## src/rtl/alu_flag_stage.sv

```systemverilog
// Two-entry flag/result buffer between the adder and its consumers.
// Holds {sum, flags, fwe, cond}, owns the architectural flag register and evaluates the head condition.
module alu_flag_stage (
  input  logic        clk,
  input  logic        rst,
  input  logic        in_valid,
  output logic        in_ready,
  input  logic [15:0] in_sum,
  input  logic [4:0]  in_flags,
  input  logic        in_fwe,
  input  logic [3:0]  in_cond,
  output logic        out_valid,
  input  logic        out_ready,
  output logic [15:0] out_sum,
  output logic        out_cond_true,
  output logic [4:0]  psw,
  output logic [1:0]  count
);

  logic [15:0] sum_q   [2];
  logic [4:0]  flags_q [2];
  logic [3:0]  cond_q  [2];
  logic [1:0]  fwe_q;

  logic        wr_ptr;
  logic        rd_ptr;
  logic [1:0]  cnt;
  logic [4:0]  psw_q;
  logic        push;
  logic        pop;

  logic [15:0] head_sum;
  logic [4:0]  head_flags;
  logic [3:0]  head_cond;
  logic        head_fwe;
  logic [4:0]  f;
  logic        cond_hit;

  assign in_ready  = (cnt != 2'd2);
  assign out_valid = (cnt != 2'd0);
  assign push      = in_valid && in_ready;
  assign pop       = out_valid && out_ready;

  // Entry storage needs no reset: contents are only visible through out_valid gating.
  always_ff @(posedge clk) begin
    if (push) begin
      sum_q[wr_ptr]   <= in_sum;
      flags_q[wr_ptr] <= in_flags;
      cond_q[wr_ptr]  <= in_cond;
      fwe_q[wr_ptr]   <= in_fwe;
    end
  end

  always_ff @(posedge clk or posedge rst) begin
    if (rst) begin
      wr_ptr <= 1'b0;
      rd_ptr <= 1'b0;
      cnt    <= 2'd0;
      psw_q  <= 5'b00000;
    end else begin
      if (push) wr_ptr <= ~wr_ptr;
      if (pop)  rd_ptr <= ~rd_ptr;
      case ({push, pop})
        2'b10:   cnt <= cnt + 2'd1;
        2'b01:   cnt <= cnt - 2'd1;
        default: cnt <= cnt;
      endcase
      if (pop && head_fwe) psw_q <= head_flags;
    end
  end

  assign head_sum   = sum_q[rd_ptr];
  assign head_flags = flags_q[rd_ptr];
  assign head_cond  = cond_q[rd_ptr];
  assign head_fwe   = fwe_q[rd_ptr];

  // Flags in effect for the head: its own if it writes them, otherwise the committed psw.
  assign f = head_fwe ? head_flags : psw_q;

  always_comb begin
    cond_hit = 1'b0;
    case (head_cond)
      4'h0: cond_hit = f[0];
      4'h1: cond_hit = ~f[0];
      4'h2: cond_hit = f[4] ^ f[2];
      4'h3: cond_hit = ~(f[4] ^ f[2]);
      4'h4: cond_hit = f[0] | (f[4] ^ f[2]);
      4'h5: cond_hit = ~(f[0] | (f[4] ^ f[2]));
      4'h6: cond_hit = f[3];
      4'h7: cond_hit = ~f[3];
      4'h8: cond_hit = f[4];
      4'h9: cond_hit = ~f[4];
      4'ha: cond_hit = f[2];
      4'hb: cond_hit = ~f[2];
      4'hc: cond_hit = f[1];
      4'hd: cond_hit = ~f[1];
      4'he: cond_hit = 1'b1;
      4'hf: cond_hit = 1'b0;
      default: cond_hit = 1'b0;
    endcase
  end

  assign out_sum       = out_valid ? head_sum : 16'h0000;
  assign out_cond_true = out_valid & cond_hit;
  assign psw           = psw_q;
  assign count         = cnt;

endmodule
```

## config.mk

```make
export PLATFORM = sky130hd
export DESIGN_NAME = alu_flag_stage
export DESIGN_NICKNAME = d
export VERILOG_FILES = /design/src/rtl/alu_flag_stage.sv
export SDC_FILE = /design/constraint.sdc
export NUM_CORES = 1
export LEC_CHECK = 0
export ABC_AREA = 1
export BUFFER_PORTS_ARGS = -buffer_cell sky130_fd_sc_hd__buf_2
export CAP_MARGIN = 10
export CELL_PAD_IN_SITES_DETAIL_PLACEMENT = 0
export CELL_PAD_IN_SITES_GLOBAL_PLACEMENT = 1
export CORE_MARGIN = 2
export CORE_UTILIZATION = 40
export CTS_CLUSTER_SIZE = 8
export DETAILED_ROUTE_END_ITERATION = 8
export PLACE_DENSITY_LB_ADDON = 0.1
export SLEW_MARGIN = 5
export SYNTH_ARGS = -nofsm -noshare
export SYNTH_HDL_FRONTEND = slang
export SYNTH_SLANG_ARGS = --single-unit
```

## constraint.sdc

```tcl
create_clock -name clk -period 6.8 [get_ports clk]
set_input_delay 0.68 -clock clk [delete_from_list [all_inputs] [get_ports clk]]
set_output_delay 0.68 -clock clk [all_outputs]
set_load 0.005 [all_outputs]
```

==> summary.md <==
| Metric | Value |
|---|---|
| Outcome | finished, final reports clean |
| Initial drt markers | 84 |
| Syn_nets | 311 |
| ANT cells | 0 |
| Gpl congestion | 0.8014 |
| ANT nets after route | 0 |
| Crit Path Class | reg2out |
| Lkg Pwr | 1.543 nW |
| Worst R2R End | count[1] |
| CTS tree | built |
| CP required | 6.12 ns |
| P_sw | 0.0005738 W |
| Vias per Instance | 4.624 |
| Antenna violations before repair | 0 |
| Internal Power | 0.001011 W |
| Layout cells sized above 1 | 24.71% |
| Critical path data arrival time | 2.51 ns |
| Worst path buffer plus inverter count | 3 |
| Most frequent cells in the layout | nand2_1 (116), buf_2 (55), edfxtp_1 (52) |
| TritonRoute pass-1 iters | 4 |
| Initial Utilization | 40.81% |
| Clk network pwr share | 26.5% |
| Relative slew slack | 62.64% |
| CTS root buf | clkbuf_8 |
| Met3 GRT Util | 4.667% |
| Yosys cell types | 22 |
| Worst Setup SP | rd_ptr |
| RSZ-0062 raised after global routing | false |
| Yosys top cell area share | 57.27% |
| # resized after CTS | 0 |
| Vias in the first global route | 1938 |
| Cell taking the most area after synthesis | edfxtp_1 |
| Post-synthesis sequential area ratio | 65.53% |
| Worst Path Max Fanout | 32 |
| P per Cell Area | 471.5 mW/mm² |
| Sw frac | 36.21% |
| Min Tclk post-route | 3.189 ns |
| Period Utilization, post-route | 46.89% |
| Syn avg cell area | 9.737 µm² |
| Final setup TNS | 0 ns |
| Reg2reg path depth | 9 |
| Drt total wl | 5.430 mm |
| Total track usage | 15.84% |
| Slew @ Worst Pin | 0.5595 ns |
| CP Capture Point | out_cond_true |
| Reg-to-reg slack, setup | 4.88 ns |
| Number of I/O port buffers | 55 |
| Maximum clock path buffer count | 2 |
| Post-CTS setup buffers | 0 |
| Final setup fails | 0 |
| CTS Buf Count | 9 |
| Die W | 86.56 µm |
| CTS Hold Bufs | 0 |
| Hold slack final | 0.2976 ns |
| Boundary Pins | 56 |
| Synthesized cell area | 0.002726 mm² |
| Reg-to-reg startpoint | count[0] |
| Clk slew on worst S/H paths | 0.07 ns |
| Mapped Cells | 280 |
| Hold Crit Class | in2async |
| GRT Max-Usage Layer | met2 |
| CP top delay family | simple AND/OR/NAND/NOR gates |
| Gate power share | 38.3% |
| Peak VDD IR | 0.2103 mV |
| CP max stage delay | 0.46 ns |
| Core area | 0.006681 mm² |
| Slew Limit Fails | 0 |
| GR Util met1 | 19.59% |
| Synth top area cells | edfxtp_1 (57%), nand2_1 (16%), dfrtp_1 (8.3%), a21oi_1 (3.9%), inv_1 (3.0%) |
| CTS Sinks | 61 |
| Post-synth EDFFs | 52 |
| DR vias | 1979 |
| Maxcap violations | 0 |
| Critical Path Sink Type | output port |
| Die H | 86.56 µm |
| Synth Flop Type | edfxtp_1 |
| Total gr overflow | 0 |
| Yosys warns | 0 |
| Met2 usage | 25.45% |
| Row cnt | 30 |
| Seq cells post-synth | 61 |
| Fmax | 313.6 MHz |
| Global-route wire length before repair | 8.763 mm |
| Seq pwr share | 35.2% |
| WP depth | 14 |
| Clk_lat worst skew | 0.34 ns |
| NumNets Final | 374 |
| Die area | 0.007493 mm² |
| Placed instance area | 0.003099 mm² |
| P&R area growth vs syn | 23.27% |
| CP dominant cell by count | nand2_1 |
| Slowest stage cell, crit path | inv_2 |
| Most common cell after layout, fill and taps aside | nand2_1 |
| Asr flop ratio synth | 14.75% |
| Setup Skew | 0.008775 ns |
| Final hold viol count | 0 |
| Largest net degree at the start of global routing | 33 |
| Wire length per cell | 12.69 µm |
| DP HPWL | 3.608 mm |
| DRC viols | 0 |
| H-Tree Depth | 3 |
| Final Cell Area | 0.003361 mm² |
| Crit path launch type | flop |
| Overall Power | 0.001584 W |
| Crit path cell chain | buf_4 > inv_2 > nand2_4 > nand2_2 > nand2_1 > nand2_1 > nand2_1 > nand2_1 > nand2_1 > nand2_1 > nand2_1 > nor2_1 > a21oi_1 > buf_2 |
power groups by stage:
stage / Combinational, W / Sequential (W) / Clock [W]
finish: 0.000607 / 0.000558 / 0.000420
global route: 0.000695 / 0.000567 / 0.000445
CTS: 0.000620 / 0.000559 / 0.000427
detailed placement: 0.000615 / 0.000566 / 0
global placement: 0.000615 / 0.000565 / 0
floorplan: 0.000404 / 0.000565 / 0
Yosys cell counts (2+ instances only):
library cell  count
nand2_1         116
edfxtp_1         52
inv_1            22
a21oi_1          21
nor2_1           19
nand3_1          14
dfrtp_1           9
buf_2             3
inv_2             3
nand2_2           3
o21ai_0           3
clkbuf_1          2
nand3b_1          2
nor2_2            2
xnor2_1           2
how the worst min path moves through the flow:
stage | slack [ns] | from | endpoint
floorplan | 0.48 | wr_ptr | wr_ptr
global placement | 0.51 | count[1] | count[1]
detailed placement | 0.52 | count[1] | count[1]
CTS | 0.30 | rst | psw[3]
global route | 0.32 | rst | psw[1]
finish | 0.30 | rst | psw[3]
routing by layer:
layer | routed length [µm] | share of wire (%)
met1 | 2504 | 46
met4 | 118 | 2.2
met2 | 2598 | 48
met5 | 0 | 0
met3 | 208 | 3.8
worst reg2reg max path, delay by kind of cell (launching register included):
family / cells / cell delay, ns
flops: 1 / 0.44
compound gates: 2 / 0.22
xor+xnor: 1 / 0.14
simple gates: 2 / 0.29
buf+inv: 3 / 0.42
fa+ha+maj: 1 / 0.30
cell families after synthesis:
logic type,Yosys count,synth area share [%]
DFF,61,65.53
and+or+nand+nor,157,23.27
buffers and inverters,32,4.819
xor gates and xnor gates,3,0.9639
AOI/OAI and AO/OA,26,4.956
adders and majority gates,1,0.4589
layout make-up:
| cell class | count | area [µm²] |
|---|---|---|
| fillers | 628 | 3321 |
| flip-flops and latches | 61 | 1787 |
| multi-input cells | 187 | 813.3 |
| repair buffers | 59 | 305.3 |
| clock inverters | 7 | 137.6 |
| clock buffers | 9 | 123.9 |
| well taps | 80 | 100.1 |
| inverters | 25 | 93.84 |
flip-flops by register name, summed over array words and instances (netlist names):
register	count
flags_q	10
psw	5
rd_ptr	1
fwe_q	2
cond_q	8
count	2
wr_ptr	1
sum_q	32
stage by stage:
stage / worst slack [ns] / utilization [%] / std cells
floorplan: 4.489 / - / 280
global placement: 3.994 / 46.39 / 412
detailed placement: 3.931 / 46.39 / 412
CTS: 3.556 / 50.30 / 428
global route: 3.304 / 50.30 / 428
finish: 3.611 / 50.30 / 428
No activity file was read; power rests on OpenSTA's default activity.
